File: src/rtl/multicycle_ctrl_pkg.sv
// Shared types and constants for the multicycle controller.
//   - mux select encodings for ALU operand A/B and register writeback
//   - controller state encoding (exported on the debug state port)
//   - instruction class produced by mc_decode
//   - RV32I major opcodes recognised by the classifier
package multicycle_ctrl_pkg;

    typedef enum logic [1:0] {
        ASEL0    = 2'd0,
        ASEL_REG = 2'd1,
        ASEL_PC  = 2'd2
    } alu_asel_op_enum;

    typedef enum logic [1:0] {
        BSEL0    = 2'd0,
        BSEL_REG = 2'd1,
        BSEL_IMM = 2'd2
    } alu_bsel_op_enum;

    typedef enum logic [1:0] {
        WB_SEL0    = 2'd0,
        WB_SEL_ALU = 2'd1,
        WB_SEL_MEM = 2'd2,
        WB_SEL_PC  = 2'd3
    } wb_sel_op_enum;

    typedef enum logic [2:0] {
        FETCH  = 3'd0,
        DECODE = 3'd1,
        EXEC   = 3'd2,
        MEM    = 3'd3,
        WB     = 3'd4,
        TRAP   = 3'd5
    } mc_state_enum;

    // CLS_ILLEGAL is the all-zero value so a cleared class register reads as
    // "nothing valid decoded yet".
    typedef enum logic [3:0] {
        CLS_ILLEGAL = 4'd0,
        CLS_R       = 4'd1,
        CLS_IALU    = 4'd2,
        CLS_LOAD    = 4'd3,
        CLS_STORE   = 4'd4,
        CLS_BRANCH  = 4'd5,
        CLS_JAL     = 4'd6,
        CLS_JALR    = 4'd7,
        CLS_LUI     = 4'd8,
        CLS_AUIPC   = 4'd9
    } inst_class_enum;

    localparam logic [6:0] OP_R      = 7'b0110011;
    localparam logic [6:0] OP_IALU   = 7'b0010011;
    localparam logic [6:0] OP_LOAD   = 7'b0000011;
    localparam logic [6:0] OP_STORE  = 7'b0100011;
    localparam logic [6:0] OP_BRANCH = 7'b1100011;
    localparam logic [6:0] OP_JAL    = 7'b1101111;
    localparam logic [6:0] OP_JALR   = 7'b1100111;
    localparam logic [6:0] OP_LUI    = 7'b0110111;
    localparam logic [6:0] OP_AUIPC  = 7'b0010111;

endpackage

File: src/rtl/mc_decode.sv
// Combinational opcode classifier.
// Ports:
//   opcode  in   inst[6:0] of the instruction register
//   cls     out  instruction class; CLS_ILLEGAL for any unrecognised opcode
module mc_decode
    import multicycle_ctrl_pkg::*;
(
    input  logic [6:0]     opcode,
    output inst_class_enum cls
);

    always_comb begin
        cls = CLS_ILLEGAL;
        case (opcode)
            OP_R:      cls = CLS_R;
            OP_IALU:   cls = CLS_IALU;
            OP_LOAD:   cls = CLS_LOAD;
            OP_STORE:  cls = CLS_STORE;
            OP_BRANCH: cls = CLS_BRANCH;
            OP_JAL:    cls = CLS_JAL;
            OP_JALR:   cls = CLS_JALR;
            OP_LUI:    cls = CLS_LUI;
            OP_AUIPC:  cls = CLS_AUIPC;
            default:   cls = CLS_ILLEGAL;
        endcase
    end

endmodule

File: src/rtl/multicycle_ctrl.sv
// Multicycle RV32I datapath controller sharing one memory port for
// instruction fetch and data access.
// Ports:
//   clk, rst                       clock, async active-high reset
//   inst                           instruction register contents
//   mem_ready                      memory accepted/completed request
//   br_taken                       branch comparator result (used in EXEC)
//   mem_req/mem_we/mem_addr_sel    memory request controls (addr 0=PC, 1=ALU result)
//   ir_we/mdr_we/alu_res_we        datapath register load enables
//   pc_we/pc_sel                   PC update (0=PC+4, 1=target)
//   asel/bsel/wb_sel               operand and writeback mux selects
//   we_reg                         register-file write enable
//   state                          current state (debug)
//   trap                           sticky illegal-opcode flag
// Optional: MULTICYCLE_CTRL_PERF_EN adds cycle_cnt / instret_cnt (64-bit,
// wrapping) performance counters.
//
// state  | meaning
// FETCH  | read instruction at PC, load IR when memory is ready
// DECODE | classify opcode, latch class
// EXEC   | ALU operation; branches resolve and retire here
// MEM    | data load/store at ALU result; stores retire here
// WB     | register writeback and PC update
// TRAP   | illegal opcode seen; frozen until reset
module multicycle_ctrl
    import multicycle_ctrl_pkg::*;
(
    input  logic            clk,
    input  logic            rst,
    input  logic [31:0]     inst,
    input  logic            mem_ready,
    input  logic            br_taken,
    output logic            mem_req,
    output logic            mem_we,
    output logic            mem_addr_sel,
    output logic            ir_we,
    output logic            mdr_we,
    output logic            alu_res_we,
    output logic            pc_we,
    output logic            pc_sel,
    output alu_asel_op_enum asel,
    output alu_bsel_op_enum bsel,
    output wb_sel_op_enum   wb_sel,
    output logic            we_reg,
    output mc_state_enum    state,
    output logic            trap
`ifdef MULTICYCLE_CTRL_PERF_EN
    ,
    output logic [63:0]     cycle_cnt,
    output logic [63:0]     instret_cnt
`endif
);

    mc_state_enum   state_nxt;
    inst_class_enum dec_cls;
    inst_class_enum cls_q;
    logic           unused_inst_hi;

    assign unused_inst_hi = ^inst[31:7];

    mc_decode u_decode (
        .opcode (inst[6:0]),
        .cls    (dec_cls)
    );

    always_ff @(posedge clk or posedge rst) begin
        if (rst) begin
            state <= FETCH;
            cls_q <= CLS_ILLEGAL;
        end else begin
            state <= state_nxt;
            if (state == DECODE) begin
                cls_q <= dec_cls;
            end
        end
    end

    // Outputs are gated by rst so an in-flight memory request drops at once
    // rather than waiting for the state register to settle.
    always_comb begin
        state_nxt    = state;
        mem_req      = 1'b0;
        mem_we       = 1'b0;
        mem_addr_sel = 1'b0;
        ir_we        = 1'b0;
        mdr_we       = 1'b0;
        alu_res_we   = 1'b0;
        pc_we        = 1'b0;
        pc_sel       = 1'b0;
        asel         = ASEL0;
        bsel         = BSEL0;
        wb_sel       = WB_SEL0;
        we_reg       = 1'b0;
        trap         = 1'b0;
        if (!rst) begin
            case (state)
                FETCH: begin
                    mem_req = 1'b1;
                    ir_we   = mem_ready;
                    if (mem_ready) begin
                        state_nxt = DECODE;
                    end
                end
                DECODE: begin
                    state_nxt = (dec_cls == CLS_ILLEGAL) ? TRAP : EXEC;
                end
                EXEC: begin
                    alu_res_we = 1'b1;
                    state_nxt  = WB;
                    case (cls_q)
                        CLS_R: begin
                            asel = ASEL_REG;
                            bsel = BSEL_REG;
                        end
                        CLS_IALU, CLS_JALR: begin
                            asel = ASEL_REG;
                            bsel = BSEL_IMM;
                        end
                        CLS_LOAD, CLS_STORE: begin
                            asel      = ASEL_REG;
                            bsel      = BSEL_IMM;
                            state_nxt = MEM;
                        end
                        CLS_LUI: begin
                            bsel = BSEL_IMM;
                        end
                        CLS_AUIPC, CLS_JAL: begin
                            asel = ASEL_PC;
                            bsel = BSEL_IMM;
                        end
                        CLS_BRANCH: begin
                            asel       = ASEL_PC;
                            bsel       = BSEL_IMM;
                            alu_res_we = 1'b0;
                            pc_we      = 1'b1;
                            pc_sel     = br_taken;
                            state_nxt  = FETCH;
                        end
                        default: begin
                            alu_res_we = 1'b0;
                            state_nxt  = TRAP;
                        end
                    endcase
                end
                MEM: begin
                    // Request fields depend only on state and class, so they
                    // stay constant for the whole wait.
                    mem_req      = 1'b1;
                    mem_addr_sel = 1'b1;
                    mem_we       = (cls_q == CLS_STORE);
                    if (cls_q == CLS_LOAD) begin
                        mdr_we = mem_ready;
                        if (mem_ready) begin
                            state_nxt = WB;
                        end
                    end else begin
                        pc_we = mem_ready;
                        if (mem_ready) begin
                            state_nxt = FETCH;
                        end
                    end
                end
                WB: begin
                    we_reg    = 1'b1;
                    pc_we     = 1'b1;
                    state_nxt = FETCH;
                    case (cls_q)
                        CLS_LOAD: wb_sel = WB_SEL_MEM;
                        CLS_JAL, CLS_JALR: begin
                            wb_sel = WB_SEL_PC;
                            pc_sel = 1'b1;
                        end
                        default:  wb_sel = WB_SEL_ALU;
                    endcase
                end
                TRAP: begin
                    trap = 1'b1;
                end
                default: begin
                    state_nxt = FETCH;
                end
            endcase
        end
    end

`ifdef MULTICYCLE_CTRL_PERF_EN
    logic retire;

    assign retire = (state_nxt == FETCH) &&
                    ((state == EXEC) || (state == MEM) || (state == WB));

    always_ff @(posedge clk or posedge rst) begin
        if (rst) begin
            cycle_cnt   <= 64'd0;
            instret_cnt <= 64'd0;
        end else begin
            cycle_cnt <= cycle_cnt + 64'd1;
            if (retire) begin
                instret_cnt <= instret_cnt + 64'd1;
            end
        end
    end
`endif

endmodule

File: config.mk
export PLATFORM = sky130hd
export DESIGN_NAME = multicycle_ctrl
export DESIGN_NICKNAME = d
export VERILOG_FILES = /design/src/rtl/multicycle_ctrl_pkg.sv /design/src/rtl/mc_decode.sv /design/src/rtl/multicycle_ctrl.sv
export SDC_FILE = /design/constraint.sdc
export NUM_CORES = 1
export LEC_CHECK = 0
export ABC_AREA = 1
export CORE_MARGIN = 2
export CORE_UTILIZATION = 35
export CTS_BUF_LIST = sky130_fd_sc_hd__clkbuf_16
export CTS_CLUSTER_SIZE = 28
export DETAILED_ROUTE_END_ITERATION = 10
export PLACE_DENSITY = 0.85
export SYNTH_ARGS = -nofsm -noshare
export SYNTH_HDL_FRONTEND = slang
export SYNTH_HIERARCHICAL = 1
export SYNTH_SLANG_ARGS = --single-unit
File: constraint.sdc
create_clock -name clk -period 1.5 [get_ports clk]
set_input_delay 0.225 -clock clk [delete_from_list [all_inputs] [get_ports clk]]
set_output_delay 0.225 -clock clk [all_outputs]
set_load 0.005 [all_outputs]
==> key figures, run 1 <==
Layout
  • Post-route design area: 1840 um2
  • Layout filler cell count: 102
  • Fin cells: 253
  • Share of cells above drive strength 1: 0.644
  • Layout net count: 262
  • Antenna Cells: 0
  • Layout Utilization: 0.849
  • Area grow syn2layout: 135%

Detailed routing
  • Via count: 1321
  • Residual DRC: 0
  • Drt initial violations: 31
  • Routed WL: between 4000 and 5000 um
  • DR WL/cell: 15.8 um
  • DR pass1 iterations: 4
  • Antenna-violating nets left: 0
  • Drt via density: 5.22

Power and ir drop
  • Leakage: 0.938 nW
  • VDD IR max: 0.767 mV
  • Pwr per Cell Area: 1100 nW/um2

Yosys
  • Top FF cell, synth: dfrtp_1
  • Synth Net Count: 174
  • Netlist cell types: 20
  • Mean area per synthesized cell: 5.69 um2
  • Post-synth top cells: nand2_1, nor2_1, inv_1
  • Yosys top cell area share: 0.223
  • Post-Synthesis Cells: 138
  • Post-synthesis cell area: between 700 and 800 um2
  • Number of synthesized register bits: 7
  • Synth area leaders: dfrtp_1, nand2_1, nor2_1, inv_1, nand3_1
  • Area leader, netlist: dfrtp_1
  • Count leader, synth: nand2_1
  • Async set-reset flop share out of synthesis: 1.00
  • Number of synthesized flops with an enable pin: 0
  • Ys Warns: 6
  • Share of the yosys chip area belonging to registers: 0.223

GRT
  • Largest net degree at the start of global routing: 9
  • Vias in the first global route: about 1300
  • GRT overflow: 0
  • First-pass GRT wire length: 5670 um
  • Initial antenna violation count: 0
  • Total GRT Usage: 0.283

Place
  • Placed cell area: between 1000 and 1500 um2
  • DP Cell Count: around 220
  • DP HPWL: 1830 um
  • Pre-CTS WS: -428 ps
  • Routability Congestion: 0.834
  • Port Buffers: 29

Die
  • Die width: roughly 51 um
  • Die height: between 50 and 60 um
  • Die ar.: 2640 um2
  • Row count: 17
  • Ports: 55
  • Core area: 2170 um2
  • Initial core utilization: 0.362

Clock tree
  • Clock transition at the registers of the reported paths: 40 ps
  • H-tree levels: 1
  • Clock root buffer master: clkbuf_16
  • CTS buffer count: 3
  • Skew-Pair Late Insertion Delay: 230 ps
  • Clk buf depth: 2
  • CTS tree: done
  • Clock Sink Count: 7

Timing
  • Worst Tran Pin Value: 331 ps
  • Total negative slack: -1500 ps
  • Clock skew: ~0.64 ps
  • Max_slew headroom: 0.780
  • Max-slew violation count: 0
  • RSZ-0062 raised after global routing: yes
  • Fin. Hold Viols: 0
  • Maximum clock rate: 585 MHz
  • Fin crit share: 1.14
  • Final WS setup: -210 ps
  • Setup violations, final: 12
  • Crit path time final: 1710 ps

Setup path
  • Setup slack, reg-to-reg: 50 ps
  • Worst r2r dst: state[0]
  • Setup CP Type: reg -> out
  • R2R cell count: 10
  • CP Capture Type: output pin
  • CP startpoint kind: register
  • Req. time, crit path: 1270 ps
  • R2R Path Start: cls_q[1]
  • Critical Path AT: 1480 ps
  • Crit Path Max Fanout: 4

Run status
  • Outcome: finished with violations
  • Violated checks: setup timing

Min path
  • Hold Path Class: in -> async

Run
  • Max-Cap Viols: 0
[cell usage in the layout, fill, tap and decap left out, types with 6 or more instances in the layout]
cell | netlist | layout
buf_6 | 0 | 11
inv_1 | 18 | 11
nor2_1 | 26 | 13
inv_2 | 4 | 11
buf_4 | 1 | 44
nand2_2 | 5 | 14
nand2_1 | 37 | 23
nor2_2 | 1 | 8
buf_2 | 1 | 14
nand3_1 | 12 | 6
dlygate4sd2_1 | 0 | 7
nor2_4 | 0 | 6
[cell type report]
class                      count  area [um2]  share of cell area
timing repair buffer          85         691               0.375
multi-input combinational    107         772               0.419
clock buffer                   3        75.1              0.0407
clock inverter                 1        3.75             0.00204
inverter                      22        85.1              0.0462
sequential                     7         181              0.0984
tap                           28        35.0              0.0190
[layer usage]
metal	wire, um	track usage	part of all wire
met5	0	0	0
met4	173	0.171	0.043
met3	278	0.0702	0.069
met2	2000	0.498	0.50
met1	1560	0.301	0.39
[worst max path at each step]
| stage | to | start | cells past startpoint |
|---|---|---|---|
| finish | alu_res_we | cls_q[1] | 7 |
| global route | asel[0] | state[0] | 8 |
| CTS | mdr_we | cls_q[3] | 5 |
| detailed placement | mem_we | rst | 4 |
| global placement | wb_sel[1] | rst | 6 |
| floorplan | wb_sel[1] | state[0] | 5 |
[kinds of logic after synthesis]
group                  count (synthesis)  share of synthesized area
and+or+nand+nor                       91                      0.532
buffers and inverters                 24                      0.121
AOI/OAI and AO/OA                     16                      0.124
DFF                                    7                      0.223
[registers in the layout, summed over array words and instances, names as in the netlist]
name and flops:
cls_q 4, state 3
[through the flow]
step / power [mW] / hold WS (ps)
final: 2.02 / 299
after global routing: 2.12 / 332
after CTS: 1.74 / 249
after detailed placement: 1.07 / 592
after global placement: 1.05 / 571
after floorplan: 0.652 / 212
[worst max-delay path: stages (launching register included)]
cell and delay (ps):
dfrtp_2 430, buf_6 140, nor2_1 150, nand2_2 110
nand2_1 70, inv_1 50, a31oi_1 160, buf_2 150
[power by group]
part / total, mW / switching (mW) / internal, mW
Sequential: 0.313 / 0.0764 / 0.236
Combinational: 1.26 / 0.671 / 0.592
Clock: 0.448 / 0.102 / 0.347
Total: 2.02 / 0.849 / 1.17
[what timing repair did]
item | in CTS | in global routing
buffers inserted | 24 | 7
resized for setup | 115 | 46
endpoints found under the setup margin | 18 | 20
pin swaps | 20 | 15
hold buffers | 0 | 0
Note: power is estimated with default switching activity, not from simulation.
==> inputs of run 2 (changes only) <==
CORE_UTILIZATION = 31   (was 35)
PLACE_DENSITY = 0.8   (was 0.85)
clock period = 1.56 ns   (was 1.5 ns; I/O delays follow)
==> key figures, run 2 (synthesis gave the netlist of run 1 again) <==
Place
  • Port Buffers: 29 (unchanged)
  • DP HPWL: 1770 um (was 1830 um)
  • Routability Congestion: 0.746 (was 0.834)
  • Pre-CTS WS: -372 ps (was -428 ps)
  • DP Cell Count: 226 (was 221)

Die
  • Die height: 54.3 um (was 51.4 um)
  • Initial core utilization: 0.323 (was 0.362)
  • Die ar.: 2950 um2 (was 2640 um2)
  • Ports: 55 (unchanged)
  • Die width: 54.3 um (was 51.4 um)
  • Row count: 18 (was 17)
  • Core area: 2430 um2 (was 2170 um2)

Timing
  • Clock skew: 0.396 ps (was 0.644 ps)
  • Maximum clock rate: 600 MHz
  • Setup violations, final: 8 (was 12)
  • RSZ-0062 raised after global routing: yes (unchanged)
  • Worst Tran Pin Value: 323 ps (was 331 ps)
  • Fin crit share: 1.07
  • Total negative slack: -383 ps (was -1500 ps)
  • Max-slew violation count: 0 (unchanged)
  • Final WS setup: -106 ps (was -210 ps)
  • Crit path time final: between 1500 and 2000 ps
  • Max_slew headroom: 0.785 (was 0.780)
  • Fin. Hold Viols: 0 (unchanged)
  • Hold WS: 139 ps (was 299 ps)

Clock tree
  • Clock transition at the registers of the reported paths: 30 ps (was 40 ps)
  • CTS tree: done (unchanged)
  • CTS buffer count: 3 (unchanged)
  • Clock root buffer master: clkbuf_16 (unchanged)
  • H-tree levels: 1 (unchanged)
  • Hold buffer count at cts: 0 (unchanged)
  • Skew-Pair Late Insertion Delay: 230 ps (about the same)
  • Clock Sink Count: 7 (unchanged)
  • Clk buf depth: 2 (unchanged)

Layout
  • Fin cells: 248 (was 253)
  • Biggest regs: cls_q: 4 flops, state: 3 flops (unchanged)
  • Commonest non-fill, non-tap cell in the layout: buf_4 (unchanged)
  • Share of cells above drive strength 1: 0.560 (was 0.644)
  • Layout net count: 255 (was 262)
  • Area grow syn2layout: 115% (was 135%)
  • Most frequent cells in the layout: buf_4, nand2_1, nor2_1 (was buf_4, nand2_1, nand2_2, buf_2, nor2_1)
  • Antenna Cells: 0 (unchanged)
  • Top reg by flops: cls_q (unchanged)
  • Max reg flops: 4 (unchanged)

GRT
  • Total GRT Usage: 0.210 (was 0.283)
  • Vias in the first global route: 1100 (was 1319)
  • Largest net degree at the start of global routing: 9 (unchanged)
  • First-pass GRT wire length: 4520 um (was 5670 um)
  • Initial antenna violation count: 0 (unchanged)
  • GRT overflow: 0 (unchanged)

Power and ir drop
  • VDD IR max: 0.964 mV (was 0.767 mV)
  • Leakage: 0.864 nW (was 0.938 nW)
  • Pwr per Cell Area: 1010 nW/um2 (was 1100 nW/um2)

Detailed routing
  • DR pass1 iterations: 4 (unchanged)
  • Residual DRC: 0 (unchanged)
  • Drt via density: 4.96 (was 5.22)
  • Via count: 1231 (was 1321)
  • Antenna-violating nets left: 0 (unchanged)
  • Drt initial violations: 24 (was 31)
  • Routed WL: 3070 um (was 4010 um)
  • DR WL/cell: 12.4 um (was 15.8 um)

Setup path
  • CP startpoint kind: register (unchanged)
  • CP Capture Type: output pin (unchanged)
  • Req. time, crit path: 1330 ps (was 1270 ps)
  • Critical Path AT: 1430 ps (was 1480 ps)
  • Crit Path Max Fanout: 3 (was 4)
  • Setup CP Type: reg -> out (unchanged)

Run
  • Max-Cap Viols: 0 (unchanged)

Min path
  • Hold Path Class: in -> async (unchanged)

Run status
  • Outcome: finished with violations (unchanged)
  • Violated checks: setup timing (unchanged)
## run 2: changes by cell type in the layout (fill, tap and decap cells not counted), moves of 3 or more
cell,delta
nand2_1,+8
nand2_4,-3
buf_4,-5
nor2_4,-4
buf_2,-3
nand2_2,-5
## run 2: worst paths after layout
check	startpoint	endpoint	slack (ps)	cells past startpoint
max in group asynchronous	rst	cls_q[3]	1280	3
min	rst	state[2]	140	3
max reg2reg	cls_q[2]	state[0]	90	10
min reg2reg	cls_q[1]	cls_q[1]	630	3
min in group clk	inst[3]	cls_q[1]	600	8
max	cls_q[2]	alu_res_we	-110	6
## run 2: cell type report
cell class                 count  area, um2
fill                         182        742
multi-input combinational    107        682
timing repair buffer          78        627
sequential                     7        180
inverter                      22       85.1
clock buffer                   3       75.1
tap                           30       37.5
clock inverter                 1       3.75
## run 2: per-stage QoR
stage	instance area (um2)	power, mW	utilization
after CTS	1560	1.59	0.642
after floorplan	786	0.627	-
after detailed placement	1330	1.02	0.548
after global placement	1330	1.01	0.548
final	1690	1.70	0.695
after global routing	1690	1.83	0.695
## run 2: critical path, cell delays in order (launching register included)
cell and delay, ps:
dfrtp_2 420, buf_4 150, nor2_4 140, buf_4 120
nand2_1 70, a31oi_1 170, buf_2 130
## run 2: routing by layer
layer  GRT usage  up-vias  wire length (um)
met5           0        -                 0
li1            -      600                 -
met2       0.386       47              1620
met3      0.0301       12               160
met4       0.108        0               102
met1       0.231      572              1180
## run 2: repair_timing
item | CTS | global route
gates resized for setup | 92 | 38
endpoints found under the hold margin | 0 | 0
buffers inserted | 14 | 5
pin swaps | 16 | 10
setup endpoints to repair | 18 | 17
## run 2: power by group
part           switching [mW]  internal, mW  total [mW]
Sequential             0.0510         0.225       0.276
Clock                  0.0958         0.333       0.429
Combinational           0.510         0.489       0.999
Total                   0.657          1.05        1.70
